## src/rtl/dma_hostrd_csr_responder.sv

```systemverilog
// Host-read DMA dispatcher CSR block: DFH, descriptor staging,
// show-ahead command FIFO, IRQ and mover beat counters.
module dma_hostrd_csr_responder #(
  parameter int CMDQ_DEPTH            = 16,
  parameter int CMDQ_USEDW_WIDTH      = 8,
  parameter int HOST_MEM_ADDR_WIDTH   = 48,
  parameter int DEVICE_MEM_ADDR_WIDTH = 35,
  parameter int XFER_SIZE_WIDTH       = 40
) (
  input  logic                             clk,
  input  logic                             reset_n,
  input  logic [7:0]                       mmio_address,
  input  logic                             mmio_write,
  input  logic                             mmio_read,
  input  logic [63:0]                      mmio_writedata,
  input  logic [7:0]                       mmio_byteenable,
  output logic [63:0]                      mmio_readdata,
  output logic                             mmio_readdatavalid,
  output logic                             mmio_waitrequest,
  output logic                             cmd_valid,
  input  logic                             cmd_ready,
  output logic [HOST_MEM_ADDR_WIDTH-1:0]   cmd_src,
  output logic [DEVICE_MEM_ADDR_WIDTH-1:0] cmd_dst,
  output logic [XFER_SIZE_WIDTH-1:0]       cmd_len,
  input  logic                             mover_busy,
  input  logic                             mover_done,
  input  logic                             mover_burst_pulse,
  input  logic [6:0]                       mover_burstcount,
  input  logic                             mover_rdvalid,
  input  logic                             mover_wrbeat,
  output logic                             mover_sclr,
  output logic                             irq
);

  localparam int AW = $clog2(CMDQ_DEPTH);
  localparam int HW = HOST_MEM_ADDR_WIDTH;
  localparam int DW = DEVICE_MEM_ADDR_WIDTH;
  localparam int XW = XFER_SIZE_WIDTH;

  typedef struct packed {
    logic [HW-1:0] src;
    logic [DW-1:0] dst;
    logic [XW-1:0] len;
  } desc_t;

  desc_t         mem [CMDQ_DEPTH];
  desc_t         head;
  logic [AW:0]   wr_ptr;
  logic [AW:0]   rd_ptr;
  logic [AW:0]   used;
  logic [HW-1:0] src_q;
  logic [DW-1:0] dst_q;
  logic [63:0]   scratch_q;
  logic [63:0]   brst_q;
  logic [63:0]   rdv_q;
  logic [63:0]   wrb_q;
  logic [31:0]   done_q;
  logic          ovf_q;
  logic          full;
  logic          empty;
  logic          wr_ok;
  logic          wr_cfg;
  logic          wr_len;
  logic          sclr;
  logic          clr_irq;
  logic          irq_set;
  logic          push;
  logic          pop;
  logic [63:0]   rd_data;

  assign wr_ok   = mmio_write && (mmio_byteenable == 8'hFF);
  assign wr_cfg  = wr_ok && (mmio_address == 8'h15);
  assign wr_len  = wr_ok && (mmio_address == 8'h12);
  assign sclr    = wr_cfg && mmio_writedata[0];
  assign clr_irq = wr_cfg && mmio_writedata[1];

  assign used    = wr_ptr - rd_ptr;
  assign full    = (used == (AW+1)'(CMDQ_DEPTH));
  assign empty   = (used == '0);
  assign push    = wr_len && !full;
  assign pop     = cmd_valid && cmd_ready;
  // a mover completion with nothing left queued means the batch is done
  assign irq_set = mover_done && empty && !pop;

  assign mmio_waitrequest = 1'b0;
  assign cmd_valid = !empty;
  assign head      = mem[rd_ptr[AW-1:0]];
  assign cmd_src   = head.src;
  assign cmd_dst   = head.dst;
  assign cmd_len   = head.len;

  always_ff @(posedge clk) begin
    if (push)
      mem[wr_ptr[AW-1:0]] <= {src_q, dst_q, mmio_writedata[XW-1:0]};
  end

  always_comb begin
    rd_data = 64'h0BAD_0ADD_0BAD_0ADD;
    case (mmio_address)
      8'h00: rd_data = 64'h2000_0000_0800_0000;
      8'h01: rd_data = 64'h575F_BAB5_B61A_8DAE;
      8'h02: rd_data = 64'hBC24_AD4F_8738_F840;
      8'h03: rd_data = 64'h0000_0000_0001_0000;
      8'h05: rd_data = scratch_q;
      8'h10: rd_data = 64'(src_q);
      8'h11: rd_data = 64'(dst_q);
      8'h12: rd_data = '0;
      8'h13: begin
        rd_data = '0;
        rd_data[CMDQ_USEDW_WIDTH-1:0] = CMDQ_USEDW_WIDTH'(used);
        rd_data[8]  = full;
        rd_data[9]  = empty;
        rd_data[10] = ovf_q;
      end
      8'h14: rd_data = '0;
      8'h15: rd_data = '0;
      8'h16: rd_data = {61'h0, irq, 1'b0, mover_busy | !empty};
      8'h17: rd_data = brst_q;
      8'h18: rd_data = rdv_q;
      8'h19: rd_data = '0;
      8'h1A: rd_data = wrb_q;
      8'h1B: rd_data = 64'(done_q);
      default: ;
    endcase
  end

  always_ff @(posedge clk or negedge reset_n) begin
    if (!reset_n) begin
      wr_ptr             <= '0;
      rd_ptr             <= '0;
      src_q              <= '0;
      dst_q              <= '0;
      scratch_q          <= '0;
      brst_q             <= '0;
      rdv_q              <= '0;
      wrb_q              <= '0;
      done_q             <= '0;
      ovf_q              <= 1'b0;
      irq                <= 1'b0;
      mover_sclr         <= 1'b0;
      mmio_readdatavalid <= 1'b0;
      mmio_readdata      <= '0;
    end else begin
      if (wr_ok && mmio_address == 8'h10) src_q <= mmio_writedata[HW-1:0];
      if (wr_ok && mmio_address == 8'h11) dst_q <= mmio_writedata[DW-1:0];
      if (wr_ok && mmio_address == 8'h05) scratch_q <= mmio_writedata;
      if (sclr) begin
        wr_ptr <= '0;
        rd_ptr <= '0;
        ovf_q  <= 1'b0;
        brst_q <= '0;
        rdv_q  <= '0;
        wrb_q  <= '0;
      end else begin
        if (push) wr_ptr <= wr_ptr + 1'b1;
        if (pop) rd_ptr <= rd_ptr + 1'b1;
        if (wr_len && full) ovf_q <= 1'b1;
        if (mover_burst_pulse) brst_q <= brst_q + 64'(mover_burstcount);
        if (mover_rdvalid) rdv_q <= rdv_q + 64'd1;
        if (mover_wrbeat) wrb_q <= wrb_q + 64'd1;
      end
      if (mover_done) done_q <= done_q + 32'd1;
      if (sclr) irq <= 1'b0;
      else if (irq_set) irq <= 1'b1;
      else if (clr_irq) irq <= 1'b0;
      mover_sclr         <= sclr;
      mmio_readdatavalid <= mmio_read;
      if (mmio_read) mmio_readdata <= rd_data;
    end
  end

endmodule

```

## config.mk

```make
export PLATFORM = sky130hd
export DESIGN_NAME = dma_hostrd_csr_responder
export DESIGN_NICKNAME = d
export VERILOG_FILES = /design/src/rtl/dma_hostrd_csr_responder.sv
export SDC_FILE = /design/constraint.sdc
export NUM_CORES = 2
export LEC_CHECK = 0
export ABC_AREA = 1
export CORE_ASPECT_RATIO = 1.1
export CORE_MARGIN = 3
export CORE_UTILIZATION = 58
export CTS_BUF_LIST = sky130_fd_sc_hd__clkbuf_2
export DETAILED_ROUTE_END_ITERATION = 10
export PLACE_DENSITY_LB_ADDON = 0.25
export SETUP_SLACK_MARGIN = 0.3
export SYNTH_ARGS = -nofsm -noshare
export SYNTH_HDL_FRONTEND = slang
export SYNTH_SLANG_ARGS = --single-unit
```

## constraint.sdc

```tcl
create_clock -name clk -period 7.5 [get_ports clk]
set_clock_uncertainty 0.05 [all_clocks]
set_input_delay 1.875 -clock clk [delete_from_list [all_inputs] [get_ports clk]]
set_output_delay 1.875 -clock clk [all_outputs]
set_load 0.02 [all_outputs]
```

* After elaboration in Yosys (flattened, before gate mapping)
Memory sizes are Yosys's and may differ from the RTL's. Index checks and enable logic that the tools add are counted. W data, S select, Z words.
Cells by class: add/sub/neg operators 7, eq/ne operators 18, muxes and demuxes 18, bitwise logic cells 1, reduce and logical (&&, ||, !) cells 26
Operators with widths (count):
- $pmux W64 S14 | 1
- $mux W64 | 6
- $add A64 B1 Y64 const B | 2
- $eq A8 B5 Y1 const B | 12
- $add A64 B7 Y64 | 1
- $add A32 B1 Y32 const B | 1
- $mux W5 | 4
- $eq A8 B2 Y1 const B | 2
- $logic_and A1 B1 Y1 | 13
- $reduce_bool A2 Y1 | 6
- $add A5 B1 Y5 const B | 2
- $eq A8 B1 Y1 const B | 1
- $eq A8 B3 Y1 const B | 1
- $eq A8 B8 Y1 const B | 1
- $logic_not A8 Y1 | 1
- $mux W1 | 7
- $eq A5 B5 Y1 const B | 1
- $logic_not A5 Y1 | 1
- $sub A5 B5 Y5 | 1
- $reduce_or A4 Y1 | 1
- $logic_not A1 Y1 | 3
- $reduce_bool A3 Y1 | 1
- $or A1 B1 Y1 | 1
Word-level totals: register bits 449, memory bits (writable) 1968, bits of input ports 97, output and inout port bits 192, word-level logic and storage cells 85, memories 1
Memories:
- mem | words 16, width 123, rd ports 1, clocked after memory_dff 0, write ports 1, line 46 | desc_t mem [CMDQ_DEPTH];

* Logic depth before layout (Yosys ltp)
word-level depth 8, gate-level depth with buffers 16, depth with buffers taken out 14

* Worst setup path after synthesis
OpenSTA, ideal clock, no wires.
path type input -> register, from input port mmio_byteenable[1], to memory mem[0][0] in the netlist's numbering, enable pin, arrival 7.900 ns, data required time 6.843 ns, setup slack -1.057 ns, stages 8, path through nand2_1 -> nor3_1 -> nand2_1 -> inv_1 -> nand3_1 -> nor2_1 -> nand2_1 -> nor2_1
Between the ends: longest elaborated chain between the ends 6
RTL lines:
- from (decl) | line 16 | input logic [7:0] mmio_byteenable,
- $eq A8 B8 Y1 | line 71 | assign wr_ok = mmio_write && (mmio_byteenable == 8'hFF);
- $logic_and A1 B1 Y1 | line 71
- $logic_and A1 B1 Y1 | line 73 | assign wr_len = wr_ok && (mmio_address == 8'h12);
- $logic_and A1 B1 Y1 | line 80 | assign push = wr_len && !full;
- $mux W1 | line 93 | if (push)
- $mux W1 (not written as such) | line 94 | mem[wr_ptr[AW-1:0]] <= {src_q, dst_q, mmio_writedata[XW-1:0]};
- to (decl) | line 46
No other way between the ends.

* Worst setup path after layout
from register rd_ptr[1], to output port cmd_src[25]
Between the ends: longest elaborated chain between the ends 1
RTL lines:
- from (decl) | line 49 | logic [AW:0] rd_ptr;
- from (signal assigned) | line 156 | if (pop) rd_ptr <= rd_ptr + 1'b1;
- $mem_v2 Z16 W123
- to (decl) | line 22 | output logic [HOST_MEM_ADDR_WIDTH-1:0] cmd_src,
No other way between the ends.

==> run summary <==
The multi-input combinational cells in the finished layout cover a total of 27400 um2. The clock input transition at the sequential cells of the worst setup and hold paths is about 0.11 ns. After detailed routing, the average wire length per cell comes to 26.1 um. The max capacitance violation total came out at 0. The critical path goes through buf_12 -> o21ai_0 -> o221ai_1 -> nand3_1 -> nand3_1 -> clkdlybuf4s50_1. In the routed design, unresolved DRC markers number 0. The combined area of all synthesized cells is 101000 um2. In this run, placement finished with an instance count of 11200. The highest cell delay on the worst timing path came out at 0.70 ns.

Dividing the detail-routed via count by the number of cells gives 6.24. In the final layout, flip-flops and latches occupy 70300 um2. The count of synthesis-stage warnings from yosys came out at 0.

The number of pins with negative max-slew slack in the final report is 0. The die width came out at 405 um. Counting every instance in the synthesized netlist gives about 9000.

The post-route netlist has 11.9% of its cells at a drive strength greater than 1. The number of failing hold endpoints at the final stage came to 0. The number of failing setup endpoints in the final timing report is 0.

Detailed placement ended at an HPWL of 192000 um. The mean instance size in the synthesized netlist is 11.3 um2. The leakage power figure came out at between 40 and 50 nW. The flop-to-flop setup slack is 2.82 ns. VDD sags by at most 0.360 mV.

Setup repair after global routing could not meet its margin everywhere. The register bit total from synthesis is roughly 2400. The number of fill cells in the layout came out at 13300. The tightest hold margin came out at 0.429 ns.

The fraction of the cycle the final worst path needs came out at 95.9%. The flow ran to the end, and the final reports show no timing, DRC or antenna violations. Total power for the finished layout comes to 0.0334 W. The first TritonRoute pass finished after 8 iterations.

The number of cell instances on the worst register-to-register path came out at 10. The highest achievable clock rate is 139 MHz. The worst endpoint data arrival time came out at 5.27 ns. Global routing used 7.92% of the available met3 tracks. The non-filler instance count after layout came out at 12200.

The tightest slew margin relative to the limit is 12.8%. Counting distinct cell types in the post-synthesis netlist gives 59. The commonest register cell after synthesis is sky130_fd_sc_hd__edfxtp_1. Clock latency on the worst-skew pair, taken at its later pin, is 1.91 ns. The die span in y is 444 um.

The via count of the first global-routing pass came to 73200. The maximum level of the CTS H-tree is 6. In the layout the commonest cells are sky130_fd_sc_hd__edfxtp_1, sky130_fd_sc_hd__nor2_1, sky130_fd_sc_hd__nand2_1, sky130_fd_sc_hd__o21ai_0, sky130_fd_sc_hd__clkbuf_2. The buffering stage count on the worst path with inverters included came out at 2. Along the worst path, the maximum fanout reaches ~190. At the end of routability-driven placement, the weighted congestion stood at 0.977. The TritonCTS buffer count came out at 595. In this run the critical register-to-register path is captured at mem[0][66]. The DRC marker count from the first detailed-route iteration is 9366. The placement row count is 160. Global routing consumed, over all layers together, 35.0% of the routing resources. The launching element type of the critical path is a flip-flop. At the pin with the least slew margin, the transition time is 1.31 ns. The worst hold path class is flip-flop to flip-flop. The maximum number of buffers from clock root to sink is 4. The global-route track usage on met2 is 54.0%. The last element of the critical path is cmd_src[25]. The area growth from synthesis to layout came out at 10.6%.

The post-synthesis sequential area ratio came out at 69.4%. The critical path in this run is classified as flip-flop to primary output. The worst path in the final design needs a cycle of 7.19 ns, including I/O delays and setup. The routing layer with the top usage in global route is met2. The final routed wirelength across all metal layers is roughly 320000 um.

The via count is about 76000. The endpoint required time on the critical path came out at 5.58 ns. The post-route antenna net violation count is 0. The tree is rooted in a sky130_fd_sc_hd__clkbuf_2. The start of the worst register-to-register path is rd_ptr[3]. The wire length of the first global-routing pass came out at 466000 um. The largest net degree at the start of global routing is 218.

Leaving out fill and tap cells, the most frequent cell in the layout is sky130_fd_sc_hd__edfxtp_1. The total I/O pin count came out at around 290. The most frequent cell on the critical path is sky130_fd_sc_hd__nand3_1. For this configuration, the core starts out at a cell density of 58.5%. The core outline area is roughly 170000 um2. The number of sinks handled by clock tree synthesis is around 2400. The cell family contributing the most delay on the critical path is buffers and inverters. In this run the number of cells on the critical path is 6. Setup slack on the critical path of the routed design comes to 0.307 ns. The share of flip-flops with an asynchronous set or reset after synthesis is 18.6%. The number of nets produced by synthesis came out at 9103. The power density normalized to cell area is 298 nW/um2. The final layout contains just under 10000 nets. The initial antenna violation count is 17. The number of enable flip-flop cells after synthesis is roughly 2000.

TritonCTS built the clock tree. The number of buffer cells added on primary ports is 287. STA classifies the critical path endpoint as a primary output. The largest individual stage delay along the critical path comes from the cell sky130_fd_sc_hd__dfrtp_4. The pre-CTS setup slack is 1.69 ns. Tracing the worst setup path back leads to its startpoint at rd_ptr[1]. The overflow left after global routing came out at 0.

The sum of negative setup slack is 0 ns. The met1 layer usage reported by global route came out at 46.3%. The die area came out at approximately 180000 um2.
-- worst reg2reg max path, delay by kind of cell, from the launching register on --
kind | cells | cell delay (ns)
compound gates | 1 | 0.19
fa+ha+maj | 1 | 0.43
buf+inv | 2 | 1.06
flops | 1 | 0.44
simple gates | 6 | 2.06
-- through the flow --
step / instance area (um2) / util, %
2_1_floorplan: 101000 / -
3_3_place_gp: 107000 / 61.6
3_5_place_dp: 107000 / 61.6
4_1_cts: 112000 / 64.7
5_1_grt: 112000 / 64.7
6_report: 112000 / 64.7
-- layout make-up --
class                      instances  area share (%)
antenna                           16          0.0357
clock buffer                     841            3.76
clock inverter                   172           0.886
inverter                         412            1.43
multi-input combinational       5652            24.4
sequential                      2417            62.8
tap                             2268            2.53
timing repair buffer             423            4.15
timing repair inverter             1         0.00781
-- power breakdown --
group / leakage [nW] / switching, W / internal [W] / total [W]
Clock: 4.00 / 0.00523 / 0.00341 / 0.00864
Combinational: 13.8 / 0.00673 / 0.00327 / 0.0100
Sequential: 26.8 / 0.000291 / 0.0145 / 0.0148
-- how the worst min path moves through the flow --
stage                  startpoint       endpoint  slack, ns  cells after the start
4_1_cts        mmio_writedata[58]  scratch_q[58]       0.28                      2
5_1_grt        mmio_writedata[59]  scratch_q[59]       0.41                      2
2_1_floorplan          done_q[15]     done_q[15]       0.39                      1
6_report               done_q[15]     done_q[15]       0.43                      1
3_3_place_gp           done_q[15]     done_q[15]       0.41                      1
3_5_place_dp           done_q[15]     done_q[15]       0.41                      1
-- layer usage --
metal | share of wire, % | vias up
met5 | 0.060 | -
met4 | 5.9 | 8
met3 | 11 | 849
met2 | 46 | 4990
met1 | 36 | 36800
li1 | - | 33500
-- cell usage after synthesis, types with 22 or more instances --
master | count | area, um2
sky130_fd_sc_hd__xor2_1 | 33 | 289
sky130_fd_sc_hd__o22ai_1 | 302 | 1890
sky130_fd_sc_hd__nor2_2 | 22 | 138
sky130_fd_sc_hd__dfrtp_1 | 449 | 11200
sky130_fd_sc_hd__o21ai_1 | 92 | 460
sky130_fd_sc_hd__edfxtp_1 | 1968 | 59100
sky130_fd_sc_hd__nor3_1 | 102 | 510
sky130_fd_sc_hd__nor2_1 | 1471 | 5520
sky130_fd_sc_hd__buf_4 | 22 | 165
sky130_fd_sc_hd__a21oi_1 | 147 | 736
sky130_fd_sc_hd__inv_1 | 391 | 1470
sky130_fd_sc_hd__nand3_1 | 428 | 2140
sky130_fd_sc_hd__o221ai_1 | 224 | 1960
sky130_fd_sc_hd__clkbuf_1 | 318 | 1190
sky130_fd_sc_hd__nand2_1 | 1317 | 4940
sky130_fd_sc_hd__o211ai_1 | 53 | 398
sky130_fd_sc_hd__buf_2 | 131 | 656
sky130_fd_sc_hd__nand4_1 | 106 | 663
sky130_fd_sc_hd__o21ai_0 | 1176 | 5890
-- timing repair --
item | CTS | global route
hold buffers | 1 | 0
setup buffers | 6 | 1
endpoints found under the setup margin | 124 | 5
hold endpoints to repair | 111 | 0
resized for setup | 10 | 2
cloned | 1 | 0
-- flip-flops by register name, indices dropped and copies added, names as in the netlist --
name                count
rdv_q                  64
src_q                  48
mmio_readdata          64
rd_ptr                  5
scratch_q              64
done_q                 32
mmio_readdatavalid      1
mem                  1968
wrb_q                  64
ovf_q                   1
brst_q                 64
irq                     1
dst_q                  35
mover_sclr              1
wr_ptr                  5
-- logic make-up after synthesis --
| logic type | Yosys count | share of synthesized area, % |
|---|---|---|
| buffers and inverters | 916 | 3.73 |
| AOI/OAI and AO/OA | 2042 | 11.6 |
| and+or+nand+nor | 3529 | 14.5 |
| other | 1 | 0.00370 |
| muxes | 16 | 0.178 |
| adders and majority gates | 21 | 0.274 |
| DFF | 2417 | 69.4 |
| xor gates and xnor gates | 43 | 0.372 |
No activity file was read; power rests on OpenSTA's default activity.
